$ cat config.mk
export PLATFORM = sky130hd
export DESIGN_NAME = clock_set_ctrl
export DESIGN_NICKNAME = d
export VERILOG_FILES = /design/src/rtl/clock_pkg.sv /design/src/rtl/btn_edge.sv /design/src/rtl/clock_set_ctrl.sv
export SDC_FILE = /design/constraint.sdc
export NUM_CORES = 1
export LEC_CHECK = 0
export CORE_UTILIZATION = 61
export DETAILED_ROUTE_END_ITERATION = 8
export HOLD_SLACK_MARGIN = 0.08
export PLACE_DENSITY = 0.82
export SLEW_MARGIN = 20
export SYNTH_ARGS = -nofsm -noshare
export SYNTH_HDL_FRONTEND = slang
export SYNTH_SLANG_ARGS = --single-unit
$ cat constraint.sdc
create_clock -name clk -period 6.1 [get_ports clk]
set_input_delay 0.61 -clock clk [delete_from_list [all_inputs] [get_ports clk]]
set_output_delay 0.61 -clock clk [all_outputs]
set_load 0.005 [all_outputs]
$ cat src/rtl/clock_pkg.sv
// Shared constants, state encoding and time helper for the clock time-set controller.
package clock_pkg;

  localparam int FULL_DAY     = 86400;
  localparam int TIME_W       = 17;
  localparam int SEC_PER_HOUR = 3600;
  localparam int SEC_PER_MIN  = 60;
  localparam int HOUR_MAX     = 23;
  localparam int MIN_MAX      = 59;

  typedef enum logic [2:0] {
    ST_RUN,
    ST_CAP_H,
    ST_CAP_M,
    ST_SET_H,
    ST_SET_M,
    ST_SET_S,
    ST_LOAD
  } state_e;

  // h*3600 + m*60 + s built from shifts: 3600 = 2048+1024+512+16, 60 = 32+16+8+4.
  function automatic logic [16:0] hms_to_sec(input logic [4:0] h,
                                             input logic [5:0] m,
                                             input logic [5:0] s);
    logic [16:0] hh, mm, ss;
    hh = {12'd0, h};
    mm = {11'd0, m};
    ss = {11'd0, s};
    return (hh << 11) + (hh << 10) + (hh << 9) + (hh << 4)
         + (mm << 5) + (mm << 4) + (mm << 3) + (mm << 2) + ss;
  endfunction

endpackage

$ cat src/rtl/btn_edge.sv
// Rising-edge detector for one debounced button level; one-cycle pulse per press.
module btn_edge (
  input  logic clk,
  input  logic reset,
  input  logic btn_i,
  output logic pulse_o
);

  logic prev_q;

  always_ff @(posedge clk) begin
    if (!reset) prev_q <= 1'b0;
    else        prev_q <= btn_i;
  end

  assign pulse_o = btn_i & ~prev_q;

endmodule

$ cat src/rtl/clock_set_ctrl.sv
// Time-set controller: pauses the clock core, splits its time into h/m/s, edits, reloads.
//  state    | meaning
//  ST_RUN   | clock running, waiting for mode press
//  ST_CAP_H | peel whole hours off captured time, one per cycle
//  ST_CAP_M | peel whole minutes off remainder; remainder becomes seconds
//  ST_SET_H | editing hours
//  ST_SET_M | editing minutes
//  ST_SET_S | editing seconds
//  ST_LOAD  | one cycle: drive start_time, hold core in reset
module clock_set_ctrl #(
  parameter int FULL_DAY   = 86400,
  parameter int BLINK_HALF = 25000000,
  parameter int TIME_W     = 17
) (
  input  logic              clk,
  input  logic              reset,
  input  logic              btn_mode,
  input  logic              btn_inc,
  input  logic              btn_dec,
  input  logic [TIME_W-1:0] cur_time,
  output logic [TIME_W-1:0] start_time,
  output logic              clk_reset_n,
  output logic              clk_pause_n,
  output logic [1:0]        set_mode,
  output logic              blink
);
  import clock_pkg::*;

  localparam int BW = (BLINK_HALF > 1) ? $clog2(BLINK_HALF) : 1;
  localparam logic [BW-1:0]     BLINK_RELOAD = BW'(BLINK_HALF - 1);
  localparam logic [TIME_W-1:0] DAY_T        = TIME_W'(FULL_DAY);
  localparam logic [TIME_W-1:0] HOUR_T       = TIME_W'(SEC_PER_HOUR);
  localparam logic [TIME_W-1:0] MIN_T        = TIME_W'(SEC_PER_MIN);
  localparam logic [4:0]        H_MAX        = 5'(HOUR_MAX);
  localparam logic [5:0]        M_MAX        = 6'(MIN_MAX);

  logic mode_p, inc_p, dec_p;

  btn_edge u_mode (.clk(clk), .reset(reset), .btn_i(btn_mode), .pulse_o(mode_p));
  btn_edge u_inc  (.clk(clk), .reset(reset), .btn_i(btn_inc),  .pulse_o(inc_p));
  btn_edge u_dec  (.clk(clk), .reset(reset), .btn_i(btn_dec),  .pulse_o(dec_p));

  state_e             state_q, state_d;
  logic [TIME_W-1:0]  t_q, t_d;
  logic [TIME_W-1:0]  start_q, start_d;
  logic [4:0]         h_q, h_d;
  logic [5:0]         m_q, m_d, s_q, s_d;
  logic [BW-1:0]      bcnt_q, bcnt_d;
  logic               blink_q, blink_d;
  logic               rstn_q, pausen_q;
  logic               in_set, step, set_next;

  always_comb begin
    state_d = state_q;
    t_d     = t_q;
    start_d = start_q;
    h_d     = h_q;
    m_d     = m_q;
    s_d     = s_q;
    blink_d = blink_q;
    bcnt_d  = bcnt_q;

    in_set = (state_q == ST_SET_H) || (state_q == ST_SET_M) || (state_q == ST_SET_S);
    // mode wins over inc/dec; simultaneous inc+dec cancel out
    step   = in_set && !mode_p && (inc_p ^ dec_p);

    case (state_q)
      ST_RUN: if (mode_p) begin
        state_d = ST_CAP_H;
        t_d     = (cur_time >= DAY_T) ? '0 : cur_time;
        h_d     = '0;
        m_d     = '0;
        s_d     = '0;
      end
      ST_CAP_H: if (t_q >= HOUR_T) begin
        t_d = t_q - HOUR_T;
        h_d = h_q + 5'd1;
      end else begin
        state_d = ST_CAP_M;
      end
      ST_CAP_M: if (t_q >= MIN_T) begin
        t_d = t_q - MIN_T;
        m_d = m_q + 6'd1;
      end else begin
        s_d     = t_q[5:0];
        state_d = ST_SET_H;
      end
      ST_SET_H: if (mode_p) state_d = ST_SET_M;
        else if (step) h_d = inc_p ? ((h_q == H_MAX) ? 5'd0 : h_q + 5'd1)
                                   : ((h_q == 5'd0) ? H_MAX : h_q - 5'd1);
      ST_SET_M: if (mode_p) state_d = ST_SET_S;
        else if (step) m_d = inc_p ? ((m_q == M_MAX) ? 6'd0 : m_q + 6'd1)
                                   : ((m_q == 6'd0) ? M_MAX : m_q - 6'd1);
      ST_SET_S: if (mode_p) begin
        state_d = ST_LOAD;
        start_d = TIME_W'(hms_to_sec(h_q, m_q, s_q));
      end else if (step) begin
        s_d = inc_p ? ((s_q == M_MAX) ? 6'd0 : s_q + 6'd1)
                    : ((s_q == 6'd0) ? M_MAX : s_q - 6'd1);
      end
      ST_LOAD: state_d = ST_RUN;
      default: state_d = ST_RUN;
    endcase

    set_next = (state_d == ST_SET_H) || (state_d == ST_SET_M) || (state_d == ST_SET_S);
    if (!set_next) begin
      blink_d = 1'b0;
      bcnt_d  = BLINK_RELOAD;
    end else if ((state_d != state_q) || step) begin
      blink_d = 1'b1;
      bcnt_d  = BLINK_RELOAD;
    end else if (bcnt_q == '0) begin
      blink_d = ~blink_q;
      bcnt_d  = BLINK_RELOAD;
    end else begin
      bcnt_d  = bcnt_q - 1'b1;
    end
  end

  always_ff @(posedge clk) begin
    if (!reset) begin
      state_q  <= ST_RUN;
      t_q      <= '0;
      start_q  <= '0;
      h_q      <= '0;
      m_q      <= '0;
      s_q      <= '0;
      blink_q  <= 1'b0;
      bcnt_q   <= BLINK_RELOAD;
      rstn_q   <= 1'b0;
      pausen_q <= 1'b1;
    end else begin
      state_q  <= state_d;
      t_q      <= t_d;
      start_q  <= start_d;
      h_q      <= h_d;
      m_q      <= m_d;
      s_q      <= s_d;
      blink_q  <= blink_d;
      bcnt_q   <= bcnt_d;
      rstn_q   <= (state_d != ST_LOAD);
      pausen_q <= (state_d == ST_RUN);
    end
  end

  always_comb begin
    set_mode = 2'd0;
    case (state_q)
      ST_SET_H: set_mode = 2'd1;
      ST_SET_M: set_mode = 2'd2;
      ST_SET_S: set_mode = 2'd3;
      default:  set_mode = 2'd0;
    endcase
  end

  assign start_time  = start_q;
  assign clk_reset_n = rstn_q;
  assign clk_pause_n = pausen_q;
  assign blink       = blink_q;

endmodule
# --- Yosys cells after proc, flatten, opt, wreduce, memory -nomap -nowiden ---
# Index checks and enable logic that the tools add are counted.
word_totals:
  register_bits: 85
  inputBits: 22
  out_inout_bits: 22
  elab_cells: 130
classes:
  n_addsub: 17
  magnitude_cmp: 3
  eq_ne: 23
  mux: 38
  bitwise: 10
  reduce_logical: 26
op_table:
  columns: ["cell", "n"]
  rows:
  - ["6-bit 2-to-1 mux", 13]
  - ["17-bit 2-to-1 mux", 4]
  - ["17-bit case mux with 3 select lines", 1]
  - ["6-bit case mux with 3 select lines", 2]
  - ["5-bit 2-to-1 mux", 7]
  - ["17-bit by 9-bit adder with 17-bit output", 2]
  - ["25-bit zero test", 1]
  - ["25-bit by 1-bit subtractor with 25-bit output (second input constant)", 1]
  - ["2-bit inequality test (second input constant)", 10]
  - ["3-bit 2-to-1 mux", 6]
  - ["3-bit case mux with 6 select lines", 1]
  - ["16-bit by 15-bit adder with 17-bit output", 1]
  - ["17-bit by 10-bit adder with 17-bit output", 1]
  - ["17-bit by 11-bit adder with 17-bit output", 1]
  - ["17-bit by 14-bit adder with 17-bit output", 1]
  - ["17-bit by 6-bit adder with 17-bit output", 1]
  - ["17-bit by 8-bit adder with 17-bit output", 1]
  - ["17-bit by 12-bit greater-or-equal comparator with 1-bit output (second input constant)", 1]
  - ["17-bit greater-or-equal comparator (second input constant)", 1]
  - ["17-bit by 6-bit greater-or-equal comparator with 1-bit output (second input constant)", 1]
  - ["17-bit by 12-bit subtractor with 17-bit output (second input constant)", 1]
  - ["17-bit by 6-bit subtractor with 17-bit output (second input constant)", 1]
  - ["5-bit case mux with 3 select lines", 1]
  - ["5-bit AND reduction", 3]
  - ["27 further kinds", 54]

# --- Logic depth before layout (Yosys ltp) ---
# Gate-level depths: netlist of run 1.
logic_depth:
  ltp_word: 9
  mapped_depth: 15
  mapped_depth_nobuf: 15

# --- Modules after synthesis ---
# Synthesis of run 1 repeated with hierarchy kept, for this count alone.
unflattened:
  cells_unflattened: 814
  hier_area_um2: 6615.1
modules_own_cells:
  columns: ["mod", "instances", "cells_per_inst", "area_each_um2", "seq_area_each_um2"]
  rows:
  - ["clock_set_ctrl", 1, 805, 6495.0, 1641.6]
  - ["btn_edge", 3, 3, 40.0, 20.0]

# --- Least setup slack after synthesis of run 1 ---
# OpenSTA, ideal clock, no wires.
synth_timing:
  kind: "reg2reg"
  from: "register h_q[1]"
  to: "register start_q[15] (netlist: start_time[15])"
  setup_ps: 117
  arrival_ps: 4146
  required_time_ps: 5983
  path_slack_ps: 1836
  stages_incl_launch_ff: 16
  n_path_buf: 0
  path_cell_list: "dfxtp_1 > inv_1 > fa_1 > inv_1 > fa_1 > inv_1 > fa_1 > inv_1 > ha_1 > fa_1 > a211o_1 > a211oi_1 > o21bai_1 > a41oi_1 > mux2i_1 > nand2_1"
synth_via:
  elab_chain_cells: 8
synth_rtl:
  columns: ["item", "line_no", "source"]
  rows:
  - ["from (decl)", "clock_set_ctrl.sv:46", "logic [4:0] h_q, h_d;"]
  - ["from (signal assigned)", "clock_set_ctrl.sv:125", "h_q <= '0;"]
  - ["from (signal assigned)", "clock_set_ctrl.sv:136", "h_q <= h_d;"]
  - ["16-bit by 15-bit adder with 17-bit output", "clock_pkg.sv:29", "return (hh << 11) + (hh << 10) + (hh << 9) + (hh << 4)"]
  - ["17-bit by 14-bit adder with 17-bit output", "clock_pkg.sv:29", null]
  - ["17-bit by 9-bit adder with 17-bit output *", "clock_pkg.sv:29", null]
  - ["17-bit by 11-bit adder with 17-bit output *", "clock_pkg.sv:30", "+ (mm << 5) + (mm << 4) + (mm << 3) + (mm << 2) + ss;"]
  - ["17-bit by 10-bit adder with 17-bit output *", "clock_pkg.sv:30", null]
  - ["17-bit by 9-bit adder with 17-bit output *", "clock_pkg.sv:30", null]
  - ["17-bit by 8-bit adder with 17-bit output *", "clock_pkg.sv:30", null]
  - ["17-bit by 6-bit adder with 17-bit output *", "clock_pkg.sv:30", null]
  - ["to (signal assigned)", "clock_set_ctrl.sv:135", "start_q <= start_d;"]
  - ["to (decl)", "clock_set_ctrl.sv:45", "logic [TIME_W-1:0] start_q, start_d;"]
# Every way passes the cells marked *; elsewhere a longest branch is shown, timed or not.
# A chain may end at the register's enable or synchronous reset.

# --- Worst setup path in the final report of run 1 ---
layout_timing:
  from: "register h_q[2]"
  to: "register start_q[15] (netlist: start_time[15])"
# Same word-level chain as after synthesis.

==> results.yml, run 1 <==
synthesis:
  syn_area_per_cell_um2: 8.47
  yosys_warnings: 0
  async_flop_share: 0
  synth_common_cells: "dfxtp_1 (85), nand2_1 (71), ha_1 (56)"
  ys.flop_type: "dfxtp_1"
  yosysSeqAreaShare: 0.252
  yosysMostFrequentCell: "dfxtp_1"
  synth_edf_count: 0
  syn_nets: 899
  yosys.area.top_type: "dfxtp_1"
  synth_seq_cells: 85
  synthDominantCellAreaShare: 0.252
  yosysUniqueCellTypes: 84
  synth_area_um2: 6760
  syn_inst: 798
  synth_area_leaders: "dfxtp_1 (25%), ha_1 (10%), fa_1 (6.8%)"
cells_and_area:
  fill_cells: 844
  design_area_um2: 7440
  post-route-util: 0.690
  layout-drive-gt1-share: 0.0729
  final_nets: 920
  seqCellArea_um2: 1700
  multi_input_area_um2: 4660
  n_antenna_cell: 0
  area_growth_pct: 10.2
  stdcell_count: 963
critical_path:
  startpoint_type: "flop"
  worstPathArrival_ns: 4.98
  worstRegToRegCells: 14
  critPathMaxStageDelay_ns: 0.61
  slowest_stage: "fa_1"
  cp-end-kind: "flop"
  worstSetupStartpoint: "h_q[2]"
  rrSetupSlack_ns: 1.39
  crit-reg2reg-launch: "h_q[2]"
  worstPathCellList: "inv_1 -> fa_1 -> inv_1 -> fa_1 -> inv_1 -> fa_1 -> inv_1 -> fa_1 -> a211o_1 -> a211oi_1 -> o21bai_1 -> a41oi_1 -> mux2i_1 -> nand2_1"
  cp_num_buf_inv: 4
  critPathMaxFanout: 10
  criticalPathCategory: "flop to flop"
  cp.required_ns: 6.37
  cp_top_family: "adder cells"
  rr_endpoint: "start_time[15]"
detailed_routing:
  vias: 6094
  wl_per_cell_um: 17.0
  first_pass_iters: 8
  drt_iter0_drc: 336
  routed_wl_um: 16300
  vias_per_cell: 6.33
  drc: 0
  antenna_left: 0
pwr:
  pwr-share-seq: 0.307
  p_switching_mw: 1.14
  power.leakage_nw: 3.01
  p_per_area_nw_per_um2: 341
  ir_worst_vdd_mv: 0.209
  power.total_mw: 2.53
  switching_share: 0.451
  intPower_mw: 1.39
  clockPowerShare: 0.179
  combPwrFrac: 0.514
placement:
  preCtsSetupSlack_ns: 1.42
  dpl.cell_count: 948
  post_dp_cell_area_um2: 7230
  dp_hpwl_um: 11700
  portBuffers: 43
  globalplace.congestion: 0.937
timing:
  fmaxAchievable_mhz: 212
  rsz0062_at_grt: "no"
  fin_crit_sh: 0.772
  hold_viol: 0
  finalClockSkew_ns: 0.0130
  worstMarginPinSlew_ns: 0.974
  slew-limit-headroom: 0.351
  setup_viol: 0
  whs_ns: 0.458
  slew_violations: 0
  min_period_ns: 4.71
  worst_slack_ns: 1.39
  tns_ns: 0
clock_tree:
  cts_tree: "done"
  cts-buffers-inserted: 9
  cts.clk_slew.worst_paths_ns: 0.09
  ctsHoldBuffers: 0
  cts_buffer_depth: 2
  cts_root_buf: "clkbuf_8"
  clock_latency_ns: 0.39
  ctsHtreeMaxLevel: 3
  cts_sinks: 85
  postCtsSetupBuffers: 0
  ctsResizeCount: 0
worst_hold_path:
  min_from: "start_time[2]"
  hold_path_end: "start_time[2]"
  hold_class: "flop to flop"
  min_path_cells: 2
floorplan:
  start_util: 0.626
  fp.dieH_um: 107
  rows: 38
  core_area_um2: 10800
  die_w_um: 107
  io_pins: 44
  die-area_um2: 11500
global_routing:
  grt_pass1_wl_um: 27600
  grt_pass1_vias: 5945
  gr-total-overflow: 0
  grt_max_degree: 45
  grt_antenna_before_repair: 0
  grt_usage: 0.300
flow_run:
  max_cap_violations: 0
status:
  status: "completed"
state kept, by name, summed over array words and instances, names as in the netlist:
name,cells
u_dec.prev_q,1
h_q,5
s_q,6
u_mode.prev_q,1
bcnt_q,25
m_q,6
blink,1
t_q,17
start_time,17
clk_pause_n,1
u_inc.prev_q,1
state_q,3
clk_reset_n,1
cell usage in the layout, fill, tap and decap left out, types with 6 or more instances in the layout:
| cell | netlist | routed |
|---|---|---|
| nor3_1 | 22 | 22 |
| a22oi_1 | 6 | 6 |
| ha_1 | 56 | 56 |
| a211oi_1 | 23 | 23 |
| o21a_1 | 6 | 6 |
| nand3_1 | 42 | 42 |
| clkdlybuf4s50_1 | 0 | 43 |
| a211o_1 | 6 | 6 |
| o211ai_1 | 9 | 9 |
| nor4b_2 | 8 | 8 |
| and2_1 | 8 | 8 |
| xnor2_1 | 24 | 24 |
| nor2_1 | 52 | 52 |
| nor2b_1 | 7 | 7 |
| fa_1 | 23 | 23 |
| inv_1 | 54 | 54 |
| dfxtp_1 | 85 | 85 |
| a21o_1 | 8 | 8 |
| nand4_1 | 7 | 7 |
| a21oi_1 | 49 | 49 |
| or3_1 | 13 | 13 |
| clkbuf_8 | 0 | 10 |
| a31oi_1 | 10 | 10 |
| xor2_1 | 12 | 12 |
| buf_4 | 3 | 7 |
| o22ai_1 | 10 | 10 |
| nand2_1 | 71 | 71 |
| nand3b_1 | 6 | 6 |
| nand2b_1 | 12 | 12 |
| o21ai_0 | 26 | 26 |
cell families after synthesis:
kind of cell               count (synthesis)  share of synthesized area
and+or+nand+nor                          290                      0.243
AOI/OAI and AO/OA                        210                      0.224
buffers and inverters                     95                     0.0580
DFF                                       85                      0.252
adders and majority gates                 79                      0.172
xor gates and xnor gates                  36                     0.0467
muxes                                      3                    0.00445
layout make-up:
cell class | instances | area share
inverters | 55 | 0.0277
multi-input cells | 618 | 0.626
repair buffers | 50 | 0.0649
clock inverters | 4 | 0.00975
well taps | 140 | 0.0235
flip-flops and latches | 85 | 0.229
clock buffers | 11 | 0.0190
power by group through the flow:
stage / Combinational (mW) / Clock (mW) / Sequential [mW]
after CTS: 1.29 / 0.461 / 0.774
after global routing: 1.45 / 0.484 / 0.797
final: 1.30 / 0.453 / 0.778
after global placement: 1.24 / 0 / 0.780
after detailed placement: 1.28 / 0 / 0.786
after floorplan: 1.06 / 0 / 0.723
metal layers:
| layer | share of wire | vias up | track usage |
|---|---|---|---|
| met2 | 0.50 | 218 | 0.521 |
| met5 | 0 | - | 0 |
| li1 | - | 2927 | - |
| met1 | 0.42 | 2907 | 0.357 |
| met3 | 0.063 | 42 | 0.0693 |
| met4 | 0.025 | 0 | 0.121 |
worst register-to-register path: stages (launching register included):
cell      delay [ns]
dfxtp_1         0.58
inv_1           0.28
fa_1            0.62
inv_1           0.07
fa_1            0.53
inv_1           0.06
fa_1            0.53
inv_1           0.08
fa_1            0.48
a211o_1         0.36
a211oi_1        0.32
o21bai_1        0.15
a41oi_1         0.25
mux2i_1         0.21
nand2_1         0.08
worst max-delay path by stage:
stage                      to  depth (start not counted)
3_3_place_gp   start_time[15]                         14
4_1_cts        start_time[15]                         14
3_5_place_dp   start_time[15]                         14
5_1_grt        start_time[15]                         14
2_1_floorplan  start_time[15]                         15
6_report       start_time[15]                         14
(Power assumes the default switching activity.)
==> inputs of run 2 (changes only) <==
--- a/config.mk
+++ b/config.mk
@@ -5,10 +5,10 @@
 export SDC_FILE = /design/constraint.sdc
 export NUM_CORES = 1
 export LEC_CHECK = 0
-export CORE_UTILIZATION = 61
+export CORE_UTILIZATION = 55
 export DETAILED_ROUTE_END_ITERATION = 8
 export HOLD_SLACK_MARGIN = 0.08
-export PLACE_DENSITY = 0.82
+export PLACE_DENSITY = 0.78
 export SLEW_MARGIN = 20
 export SYNTH_ARGS = -nofsm -noshare
 export SYNTH_HDL_FRONTEND = slang
==> constraint.sdc (replaced) <==
create_clock -name clk -period 3.85 [get_ports clk]
set_input_delay 0.385 -clock clk [delete_from_list [all_inputs] [get_ports clk]]
set_output_delay 0.385 -clock clk [all_outputs]
set_load 0.005 [all_outputs]
==> run 2 against run 1 <==
The flow now finishes with violations (negative setup slack). Combinational power rose by 77%. Routed wire length grew 5.9%. Clock power grew 110%. Global-route usage decreased by 1.3 points. Worst hold slack worse by 0.0038 ns. Fmax rose by 21%. Critical path depth grew 1. Cell count is 4.5% higher. Critical endpoint is now start_time[13]. Highest routed layer unchanged.
==> results.yml, run 2 (synthesized netlist as in run 1, its figures left out) <==
detailed_routing:
  antenna_left: 0
  wl_per_cell_um: 17.2
  drt_iter0_drc: 544
  drc: 0
  vias_per_cell: 6.25
  first_pass_iters: 7
  vias: 6285
  routed_wl_um: 17300
critical_path:
  cpMostUsedCell: "fa_1"
  rrSetupSlack_ns: -0.03
  criticalPathCategory: "flop to flop"
  worstPathArrival_ns: 4.16
  cp-end-kind: "flop"
  critPathMaxStageDelay_ns: 0.54
  cp.required_ns: 4.13
  cp_top_family: "adder cells"
  cp_num_buf_inv: 4
  startpoint_type: "flop"
  critPathMaxFanout: 3
  worstPathCellList: "inv_4 -> fa_1 -> inv_2 -> fa_1 -> inv_1 -> fa_1 -> inv_2 -> ha_4 -> fa_2 -> a211o_1 -> a211oi_2 -> o21bai_2 -> a21oi_1 -> nand4_1 -> o221ai_1"
  slowest_stage: "fa_1"
cells_and_area:
  layout_common_cells: "dfxtp_1 (78), nand2_1 (71), ha_1 (55), nor2_1 (52), a21oi_1 (49)"
  largest-register: "bcnt_q"
  fill_cells: 992
  final_common_cell: "dfxtp_1"
  layout-drive-gt1-share: 0.137
  area_growth_pct: 16.6
  multi_input_area_um2: 4710
  largest_reg_flops: 25
  n_antenna_cell: 0
  design_area_um2: 7880
  seqCellArea_um2: 1720
  post-route-util: 0.656
  final_nets: 955
timing:
  fin_crit_sh: 1.01
  slew-limit-headroom: 0.512
  rsz0062_at_grt: "yes"
  slew_violations: 0
  tns_ns: -0.0307
  hold_viol: 0
  fmaxAchievable_mhz: 258
  min_period_ns: 3.88
  finalClockSkew_ns: 0.00656
  setup_viol: 1
  worstMarginPinSlew_ns: 0.731
  worst_slack_ns: -0.0307
placement:
  portBuffers: 43
  globalplace.congestion: 0.905
  post_dp_cell_area_um2: 7520
  dp_hpwl_um: 12400
global_routing:
  grt_antenna_before_repair: 0
  top_usage_layer: "met2"
  gr-total-overflow: 0
  grtUsageMet1: 0.361
  grt_pass1_wl_um: 29400
  grt_pass1_vias: 6236
  grt_use_met3: 0.0536
  met2_usage: 0.488
  grt_usage: 0.287
  grt_max_degree: 30
floorplan:
  rows: 40
  core_area_um2: 12000
  fp.dieH_um: 113
  die_w_um: 113
  io_pins: 44
  start_util: 0.562
  die-area_um2: 12700
pwr:
  clockPowerShare: 0.213
  power.leakage_nw: 3.23
  combPwrFrac: 0.522
  p_per_area_nw_per_um2: 560
  intPower_mw: 2.45
  power.total_mw: 4.41
  pwr-share-seq: 0.265
  ir_worst_vdd_mv: 0.280
  switching_share: 0.445
  p_switching_mw: 1.96
clock_tree:
  cts_sinks: 85
  cts.clk_slew.worst_paths_ns: 0.07
  cts_root_buf: "clkbuf_16"
  cts_buffer_depth: 2
  clock_latency_ns: 0.36
  cts-buffers-inserted: 9
  ctsHtreeMaxLevel: 3
  cts_tree: "done"
status:
  violations: "negative setup slack"
  status: "finished with violations"
flow_run:
  max_cap_violations: 0
worst_hold_path:
  hold_class: "flop to flop"
## run 2: timing repair
action                                  CTS  global route
hold buffers                              0             0
gates resized for setup                   1             7
buffers inserted                          0             2
pin swaps                                 0             5
endpoints found under the setup margin    1             6
## run 2: per-layer routing
layer	vias up	routed length, um
met1	3027	7480
met3	49	998
met5	-	0
met2	215	8330
met4	0	490
li1	2994	-
## run 2: worst min-delay path, cell delays in order, from the launching register on
cell     delay [ns]
dfxtp_1        0.31
nand2_1        0.05
a21oi_1        0.05
## run 2: final timing paths
check                                     from             end  cells after the start
worst max register to register          h_q[1]  start_time[13]                     15
worst min register to register  start_time[12]  start_time[12]                      2
worst min-delay path            start_time[12]  start_time[12]                      2
worst max-delay path                    h_q[1]  start_time[13]                     15
## run 2: power by group through the flow
stage | registers, mW | logic [mW] | clock network, mW
5_1_grt | 1.19 | 2.57 | 1.00
3_5_place_dp | 1.18 | 2.23 | 0
4_1_cts | 1.16 | 2.26 | 0.953
3_3_place_gp | 1.18 | 2.17 | 0
2_1_floorplan | 1.15 | 1.69 | 0
6_report | 1.17 | 2.30 | 0.939
## run 2: layout make-up
| cell class | instances | area share |
|---|---|---|
| flip-flops and latches | 85 | 0.218 |
| inverters | 55 | 0.0265 |
| well taps | 147 | 0.0233 |
| repair buffers | 85 | 0.0946 |
| multi-input cells | 618 | 0.598 |
| clock buffers | 9 | 0.0286 |
| clock inverters | 7 | 0.0110 |
## run 2: metrics by stage
step / setup WS [ns] / instances / hold WS (ns)
after floorplan: 0.00197 / 798 / 0.438
after global placement: 0.0435 / 988 / 0.441
after detailed placement: -0.0353 / 988 / 0.446
after CTS: 0.00140 / 1004 / 0.456
after global routing: -0.173 / 1006 / 0.481
final: -0.0307 / 1006 / 0.454
==> inputs of run 3 (changes only) <==
--- a/config.mk
+++ b/config.mk
@@ -9,6 +9,7 @@
 export DETAILED_ROUTE_END_ITERATION = 8
 export HOLD_SLACK_MARGIN = 0.08
 export PLACE_DENSITY = 0.78
+export REMOVE_ABC_BUFFERS = 1
 export SLEW_MARGIN = 20
 export SYNTH_ARGS = -nofsm -noshare
 export SYNTH_HDL_FRONTEND = slang
==> run 3 against run 2 <==
The flow still finishes with violations (negative setup slack). Die area is the same. Global-route usage rose by 0.19 points. Highest routed layer unchanged. Via count grew 1.6%. Worst hold slack gained 0.0014 ns. Clock-buffer cell count stayed put. Register-to-register slack is essentially flat. Combinational power is 2% higher. Setup slack got worse by 0.0050 ns. Routed wire length rose by 1.6%.
==> results.yml, run 3 (synthesized netlist as in run 1, its figures left out) <==
status:
  status: "finished with violations"
  violations: "negative setup slack"
critical_path:
  cp.required_ns: 4.11
  critPathCapture: "start_time[15]"
  cp_top_family: "adder cells"
  startpoint_type: "flop"
  cp-end-kind: "flop"
  rr_endpoint: "start_time[15]"
  rrSetupSlack_ns: -0.04
  worstPathArrival_ns: 4.14
  worstRegToRegCells: 15
  criticalPathCategory: "flop to flop"
  crit-reg2reg-launch: "h_q[1]"
  slowest_stage: "fa_1"
  worstPathCellList: "inv_2 -> fa_1 -> inv_2 -> fa_1 -> inv_2 -> fa_1 -> inv_1 -> ha_2 -> fa_2 -> a211o_1 -> a211oi_2 -> o21bai_2 -> a41oi_2 -> mux2i_1 -> nand2_1"
  critPathMaxFanout: 2
  cp.depth: 15
  worstSetupStartpoint: "h_q[1]"
  cp_num_buf_inv: 4
  critPathMaxStageDelay_ns: 0.56
cells_and_area:
  n_antenna_cell: 0
  layout_common_cells: "dfxtp_1 (81), nand2_1 (71), buf_4 (56), ha_1 (53), nor2_1 (52)"
  multi_input_area_um2: 4730
  largest_reg_flops: 25
  layout-drive-gt1-share: 0.155
  stdcell_count: 1023
  area_growth_pct: 18.7
  post-route-util: 0.667
  final_nets: 972
  largest-register: "bcnt_q"
  seqCellArea_um2: 1710
  fill_cells: 994
  final_common_cell: "dfxtp_1"
global_routing:
  top_usage_layer: "met2"
  grt_antenna_before_repair: 0
  grt_use_met3: 0.0707
  grt_pass1_vias: 6213
  gr-total-overflow: 0
  met2_usage: 0.491
  grt_usage: 0.289
  grtUsageMet1: 0.351
  grt_max_degree: 29
  grt_pass1_wl_um: 29600
clock_tree:
  cts_buffer_depth: 2
  cts.clk_slew.worst_paths_ns: 0.07
  cts_root_buf: "clkbuf_16"
  cts-buffers-inserted: 9
  ctsHoldBuffers: 0
  cts_tree: "done"
  cts_sinks: 85
  ctsHtreeMaxLevel: 3
  clock_latency_ns: 0.36
pwr:
  ir_worst_vdd_mv: 0.307
  power.leakage_nw: 3.31
  p_per_area_nw_per_um2: 554
timing:
  setup_viol: 1
  worstMarginPinSlew_ns: 0.671
  slew_violations: 0
  worst_slack_ns: -0.0357
  slew-limit-headroom: 0.553
  fin_crit_sh: 1.01
  rsz0062_at_grt: "yes"
  hold_viol: 0
  fmaxAchievable_mhz: 257
  min_period_ns: 3.89
  finalClockSkew_ns: 0.00710
placement:
  dpl.cell_count: 999
  globalplace.congestion: 0.935
  dp_hpwl_um: 12600
  portBuffers: 43
detailed_routing:
  drc: 0
  drt_iter0_drc: 537
  wl_per_cell_um: 17.2
  antenna_left: 0
  vias: 6385
  routed_wl_um: 17600
  first_pass_iters: 5
  vias_per_cell: 6.24
worst_hold_path:
  min_path_cells: 2
  hold_class: "flop to flop"
floorplan:
  rows: 40
  core_area_um2: 12000
  start_util: 0.562
  die-area_um2: 12700
  io_pins: 44
  die_w_um: 113
  fp.dieH_um: 113
flow_run:
  max_cap_violations: 0
run 3: cell count changes in the layout (fill, tap and decap cells not counted), moves of 2 or more:
| cell | change |
|---|---|
| buf_4 | +14 |
| buf_6 | +3 |
| dfxtp_1 | +3 |
| a21oi_1 | -2 |
| a21oi_2 | +2 |
| dfxtp_4 | -2 |
| ha_1 | -2 |
| inv_6 | -2 |
| inv_8 | +2 |
run 3: final cells by class:
cell class | count | area share
tap | 147 | 0.0229
sequential | 85 | 0.213
clock inverter | 7 | 0.00968
timing repair buffer | 102 | 0.110
clock buffer | 9 | 0.0281
multi-input combinational | 618 | 0.590
inverter | 55 | 0.0258
run 3: worst register-to-register path: stages, from the launching register on:
cell and delay, ns:
dfxtp_2 0.35, inv_2 0.05, fa_1 0.56, inv_2 0.04, fa_1 0.55, inv_2 0.05, fa_1 0.49, inv_1 0.05
ha_2 0.19, fa_2 0.35, a211o_1 0.31, a211oi_2 0.25, o21bai_2 0.13, a41oi_2 0.16, mux2i_1 0.20, nand2_1 0.06
run 3: routing by layer:
metal / part of all wire / wire [um]
met5: 0 / 0
met4: 0.026 / 450
met3: 0.058 / 1030
met2: 0.49 / 8670
met1: 0.42 / 7430
run 3: report_power, final:
part           leakage [nW]  internal (mW)  total [mW]  switching, mW
registers             0.694          0.997        1.19          0.190
logic                  2.47          0.973        2.35           1.38
clock network         0.147          0.464       0.905          0.441
total                  3.31           2.43        4.44           2.01
run 3: worst min path at each step:
stage	from	to	slack (ns)
floorplan	bcnt_q[0]	bcnt_q[0]	0.44
global placement	start_time[10]	start_time[10]	0.44
detailed placement	start_time[8]	start_time[8]	0.45
CTS	start_time[1]	start_time[1]	0.46
global route	start_time[12]	start_time[12]	0.48
finish	start_time[1]	start_time[1]	0.46
run 3: timing repair:
item,in CTS,in global routing
setup buffers,5,4
resized for setup,13,14
pin swaps,12,11
setup endpoints to repair,7,7
run 3: per-stage QoR:
stage	instance area (um^2)	hold slack, ns	power [mW]	worst slack [ns]	setup TNS (ns)
after floorplan	6570	0.439	2.74	-0.414	-1.09
final	8020	0.455	4.44	-0.0357	-0.0357
after global routing	8020	0.481	4.77	-0.183	-0.527
after CTS	7940	0.460	4.36	-0.0336	-0.0336
after global placement	7570	0.440	3.33	-0.279	-0.684
after detailed placement	7570	0.447	3.42	-0.420	-1.49
